### src/rtl/mem_access_sequencer_if.sv
// Request/response handshake between a load-store master and mem_access_sequencer.
// The master drives single-word requests; the sequencer returns read data with a one-cycle strobe.
interface mem_access_sequencer_if #(
  parameter int ADDR_W = 11,
  parameter int DATA_W = 32
);
  logic              req_valid;
  logic              req_ready;
  logic              req_write;
  logic [ADDR_W:0]   req_addr;   // MSB is the block select
  logic [DATA_W-1:0] req_wdata;
  logic              rsp_valid;
  logic [DATA_W-1:0] rsp_rdata;

  modport master (
    output req_valid, req_write, req_addr, req_wdata,
    input  req_ready, rsp_valid, rsp_rdata
  );

  modport slave (
    input  req_valid, req_write, req_addr, req_wdata,
    output req_ready, rsp_valid, rsp_rdata
  );
endinterface

### src/rtl/mem_access_sequencer.sv
// Initiator for the two-block memory enable code: turns single read/write requests into
// {block_sel, write} codes, waits out the block read latency and returns the selected word.
module mem_access_sequencer #(
  parameter int ADDR_W = 11,
  parameter int DATA_W = 32,
  parameter int RD_LAT = 1
) (
  input  logic                  clk,
  input  logic                  rstn,
  mem_access_sequencer_if.slave host,
  output logic [1:0]            memoryena,
  output logic [ADDR_W-1:0]     mem_addr,
  output logic [DATA_W-1:0]     mem_wdata,
  input  logic [DATA_W-1:0]     block1_rdata,
  input  logic [DATA_W-1:0]     block2_rdata,
  output logic                  busy
);

  if (RD_LAT < 1 || RD_LAT > 3) begin : g_bad_rd_lat
    $error("mem_access_sequencer: RD_LAT must be 1..3");
  end

  localparam logic [1:0] RD_LAT_CNT = 2'(RD_LAT);

  typedef enum logic [1:0] {IDLE, WRITE, RD, RESP} state_t;

  state_t            state, state_d;
  logic [1:0]        memoryena_d;
  logic [ADDR_W-1:0] mem_addr_d;
  logic [DATA_W-1:0] mem_wdata_d;
  logic              sel_q, sel_d;
  logic [1:0]        cnt, cnt_d;
  logic              rsp_valid_q, rsp_valid_d;
  logic [DATA_W-1:0] rsp_rdata_q, rsp_rdata_d;
  logic              accept;

  // Only the read wait blocks new requests; a write or response cycle can hand over directly.
  assign host.req_ready = (state != RD);
  assign busy           = (state != IDLE);
  assign accept         = host.req_valid && host.req_ready;

  assign host.rsp_valid = rsp_valid_q;
  assign host.rsp_rdata = rsp_rdata_q;

  always_comb begin
    // NOTE: every signal assigned here gets a default first, so no path can infer a latch.
    state_d     = state;
    memoryena_d = memoryena;
    mem_addr_d  = mem_addr;
    mem_wdata_d = mem_wdata;
    sel_d       = sel_q;
    cnt_d       = cnt;
    rsp_valid_d = 1'b0;
    rsp_rdata_d = rsp_rdata_q;

    unique case (state)
      IDLE, WRITE, RESP: begin
        // 2'b00 (block1 read) is the side-effect-free idle code; the decoder has no true no-op.
        state_d     = IDLE;
        memoryena_d = 2'b00;
        if (accept) begin
          sel_d       = host.req_addr[ADDR_W];
          mem_addr_d  = host.req_addr[ADDR_W-1:0];
          memoryena_d = {host.req_addr[ADDR_W], host.req_write};
          if (host.req_write) begin
            mem_wdata_d = host.req_wdata;
            state_d     = WRITE;
          end else begin
            cnt_d   = RD_LAT_CNT;
            state_d = RD;
          end
        end
      end
      RD: begin
        if (cnt == 2'd0) begin
          // Registered select: req_addr may already carry the next request.
          rsp_rdata_d = sel_q ? block2_rdata : block1_rdata;
          rsp_valid_d = 1'b1;
          memoryena_d = 2'b00;
          state_d     = RESP;
        end else begin
          cnt_d = cnt - 2'd1;
        end
      end
    endcase
  end

  // NOTE: sequential state uses non-blocking assignments so every register samples pre-edge values.
  always_ff @(posedge clk or negedge rstn) begin
    if (!rstn) begin
      state       <= IDLE;
      memoryena   <= 2'b00;
      mem_addr    <= '0;
      mem_wdata   <= '0;
      sel_q       <= 1'b0;
      cnt         <= '0;
      rsp_valid_q <= 1'b0;
      rsp_rdata_q <= '0;
    end else begin
      state       <= state_d;
      memoryena   <= memoryena_d;
      mem_addr    <= mem_addr_d;
      mem_wdata   <= mem_wdata_d;
      sel_q       <= sel_d;
      cnt         <= cnt_d;
      rsp_valid_q <= rsp_valid_d;
      rsp_rdata_q <= rsp_rdata_d;
    end
  end

endmodule
### src/flat_wrapper.sv
// flat-port wrapper written by rule: the top's interface ports become plain ports
module mem_access_sequencer_flat 
#(
  parameter int ADDR_W = 11,
  parameter int DATA_W = 32,
  parameter int RD_LAT = 1
)
  (clk, rstn, memoryena, mem_addr, mem_wdata, block1_rdata, block2_rdata, busy, host_req_valid, host_req_write, host_req_addr, host_req_wdata, host_req_ready, host_rsp_valid, host_rsp_rdata);
  mem_access_sequencer_if #(.ADDR_W(ADDR_W), .DATA_W(DATA_W)) host_i ();
  input  logic clk;
  input  logic rstn;
  output logic [1:0] memoryena;
  output logic [ADDR_W-1:0] mem_addr;
  output logic [DATA_W-1:0] mem_wdata;
  input  logic [DATA_W-1:0] block1_rdata;
  input  logic [DATA_W-1:0] block2_rdata;
  output logic busy;
  input wire logic [$bits(host_i.req_valid)-1:0] host_req_valid;
  input wire logic [$bits(host_i.req_write)-1:0] host_req_write;
  input wire logic [$bits(host_i.req_addr)-1:0] host_req_addr;
  input wire logic [$bits(host_i.req_wdata)-1:0] host_req_wdata;
  output wire logic [$bits(host_i.req_ready)-1:0] host_req_ready;
  output wire logic [$bits(host_i.rsp_valid)-1:0] host_rsp_valid;
  output wire logic [$bits(host_i.rsp_rdata)-1:0] host_rsp_rdata;
  assign host_i.req_valid = host_req_valid;
  assign host_i.req_write = host_req_write;
  assign host_i.req_addr = host_req_addr;
  assign host_i.req_wdata = host_req_wdata;
  assign host_req_ready = host_i.req_ready;
  assign host_rsp_valid = host_i.rsp_valid;
  assign host_rsp_rdata = host_i.rsp_rdata;
  mem_access_sequencer #(.ADDR_W(ADDR_W), .DATA_W(DATA_W), .RD_LAT(RD_LAT)) u_core (.clk(clk), .rstn(rstn), .host(host_i), .memoryena(memoryena), .mem_addr(mem_addr), .mem_wdata(mem_wdata), .block1_rdata(block1_rdata), .block2_rdata(block2_rdata), .busy(busy));
endmodule
### config.mk
export PLATFORM = sky130hd
export DESIGN_NAME = mem_access_sequencer_flat
export DESIGN_NICKNAME = d
export VERILOG_FILES = /design/src/rtl/mem_access_sequencer_if.sv /design/src/rtl/mem_access_sequencer.sv /design/src/flat_wrapper.sv
export SDC_FILE = /design/constraint.sdc
export NUM_CORES = 1
export LEC_CHECK = 0
export ABC_AREA = 0
export CAP_MARGIN = 20
export CORE_MARGIN = 2
export CORE_UTILIZATION = 39
export CTS_CLUSTER_DIAMETER = 60
export CTS_CLUSTER_SIZE = 30
export DETAILED_ROUTE_END_ITERATION = 10
export GPL_TIMING_DRIVEN = 0
export PLACE_DENSITY_LB_ADDON = 0.05
export SKIP_CTS_REPAIR_TIMING = 1
export SYNTH_ARGS = -nofsm -noshare
export SYNTH_HDL_FRONTEND = slang
export SYNTH_SLANG_ARGS = --single-unit
### constraint.sdc
create_clock -name clk -period 1.8 [get_ports clk]
set_input_delay 0.27 -clock clk [delete_from_list [all_inputs] [get_ports clk]]
set_output_delay 0.27 -clock clk [all_outputs]
set_load 0.05 [all_outputs]
==> out/results.tsv <==
metric	value	unit
cts_sinks	83	
critPathLaunch	u_core.mem_addr[0]$_DFFE_PN0P_	
finalHoldWorstSlack	0.364	ns
slowest_delay	0.81	ns
syn2layout_area_growth	69.7	%
cp.arrival	1.49	ns
grt_overflow	0	
synth_top_family_by_area	multiplexers	
grt_pass1_wl	14200	µm
syn_nets	374	
rsz0062_at_grt	false	
syn_area	3540	µm²
layout_setup_ws	0.0368	ns
powerDensity	2020	nW/µm²
finalMaxSlewViolations	0	
grt_use_total	18.6	%
period_share	98.0	%
worstPathRequired	1.53	ns
numCtsBuffers	9	
ant_nets	0	
antenna_cells	0	
synthFlopType	dfrtp_1	
num_vias	2745	
final_cell_mix	113 x clkdlybuf4s50_1, 83 x dfrtp_1, 77 x dlymetal6s2s_1	
power.leakage	3.38	nW
place_congestion	0.765	
clock_latency	0.35	ns
setup_viol	0	
synth-simple-area-share	5.09	%
cp-endpoint	mem_addr[0]	
cp_num_buf_inv	1	
cp-start-kind	register	
holdCritPathClass	primary input to asynchronous set/reset pin	
antenna_found_initial	0	
fmax	567	MHz
wirelength	9000	µm
yosysWarningCount	0	
dp.cells	561	
clock_skew	0.0116	ns
crit_type	register to output port	
synth_compound_area_share	5.80	%
synthAdderAreaFrac	0.354	%
ios	192	
num_rows	34	
synth_xor_area_share	0	%
r2r_setup_slack	0.23	ns
routed_via_density	4.76	
dr.pass1.iters	4	
start_util	40.4	%
maxCapViolations	0	
synth.distinct_cells	24	
synth_mux_area_share	26.0	%
worst-path-stages	1	
cts-root-buf	clkbuf_8	
netlist_instances	261	
htree_levels	3	
hpwl	6750	µm
dieWidth	99.3	µm
setup_tns	0	ns
grt_pass1_vias	2804	
r2r-end	u_core.host.rsp_rdata[26]$_DFFE_PN0P_	
synth_edf_count	0	
fp.coreArea	8760	µm²
async_reset_ff_share	100	%
ir_drop	1.05	mV
reg2reg_depth	7	
status	completed	
dieArea	9850	µm²
die_h	99.3	µm
cpMaxStageDelayCell	clkdlybuf4s50_1	
cts_buffer_depth	2	
finalHoldViolations	0	
relSlewSlack	62.6	%
routedWlPerCell	15.6	µm
syn_avg_cell_area	13.6	µm²
drt_iter0_markers	92	
cp-end-kind	output port	
drc	0	
worstPathCellList	clkdlybuf4s50_1	
cts_tree	done	
clkSlewWorstSetupHoldPaths	0.09	ns
fin_crit	1.76	ns
worst_pin_slew	0.560	ns
place_ws	-0.00388	ns
path_delay_family	buffers and inverters	
ys_seq_area_share	58.7	%
grt_max_degree	60	
timing.rr.start	u_core.cnt[0]$_DFFE_PN0P_	
drive_above_1_share	16.6	%
synth_seq_cells	83	
final_common_cell	clkdlybuf4s50_1	
power	12.1	mW
port_buffers	191	
final-instance-count-excl-fill	577	
fin_nets	578	
critPathMaxFanout	2	
[where the power goes]
group / total, mW / switching [mW] / internal (mW)
clock network: 1.29 / 0.656 / 0.635
registers: 3.24 / 0.437 / 2.80
logic: 7.61 / 4.75 / 2.87
total: 12.1 / 5.84 / 6.30
[routing by layer]
layer / part of all wire (%) / global-route usage (%) / vias to the layer above
li1: - / - / 1309
met1: 42 / 23.8 / 1307
met2: 48 / 29.3 / 114
met3: 8.4 / 6.18 / 15
met4: 2.2 / 7.59 / 0
met5: 0 / 0 / -
[through the flow]
step / util [%] / instance area (µm²)
floorplan: - / 3540
global placement: 63.7 / 5590
detailed placement: 64.0 / 5610
CTS: 66.1 / 5790
global route: 68.5 / 6000
finish: 68.5 / 6000
[cell type report]
class,count,area (µm²)
clock buffer,11,131
sequential,83,2080
clock inverter,4,52.6
buffer,17,135
fill,670,2760
multi-input combinational,157,1320
timing repair buffer,193,2140
inverter,4,15.0
tap,108,135
[worst min path at each step]
stage                                           from                               endpoint  slack (ns)  cells past startpoint
4_1_cts                                         rstn       u_core.mem_wdata[17]$_DFFE_PN0P_       -0.18                      1
5_1_grt                                         rstn       u_core.mem_wdata[17]$_DFFE_PN0P_        0.39                      2
3_5_place_dp                                    rstn       u_core.mem_wdata[17]$_DFFE_PN0P_        0.20                      1
2_1_floorplan                                   rstn              u_core.cnt[0]$_DFFE_PN0P_       -0.03                      0
3_3_place_gp   u_core.host.rsp_rdata[23]$_DFFE_PN0P_  u_core.host.rsp_rdata[23]$_DFFE_PN0P_        0.46                      2
6_report                                        rstn       u_core.mem_wdata[19]$_DFFE_PN0P_        0.36                      2
[synthesized netlist by cell type, types with 2 or more instances]
cell	number	area share (%)
o21ai_0	33	4.7
inv_1	4	0.42
dfrtp_1	83	59
clkbuf_1	8	0.85
or2_2	2	0.35
buf_12	2	1.1
nand2_1	35	3.7
buf_2	4	0.57
mux2_4	28	12
buf_6	2	0.64
mux2_2	16	5.1
mux2i_1	32	9.1
[cell families after synthesis]
kind of cell / after synthesis
AOI/OAI and AO/OA: 38
buffers and inverters: 21
adders and majority gates: 1
DFF: 83
muxes: 76
and+or+nand+nor: 42
[sequential cells by signal, indices dropped and copies added (netlist names)]
| name | flops |
|---|---|
| u_core.cnt | 2 |
| u_core.host.rsp_rdata | 32 |
| u_core.mem_addr | 11 |
| u_core.sel_q | 1 |
| u_core.memoryena | 2 |
| u_core.host.rsp_valid | 1 |
| u_core.mem_wdata | 32 |
| u_core.state | 2 |
Note: power is estimated with default switching activity, not from simulation.
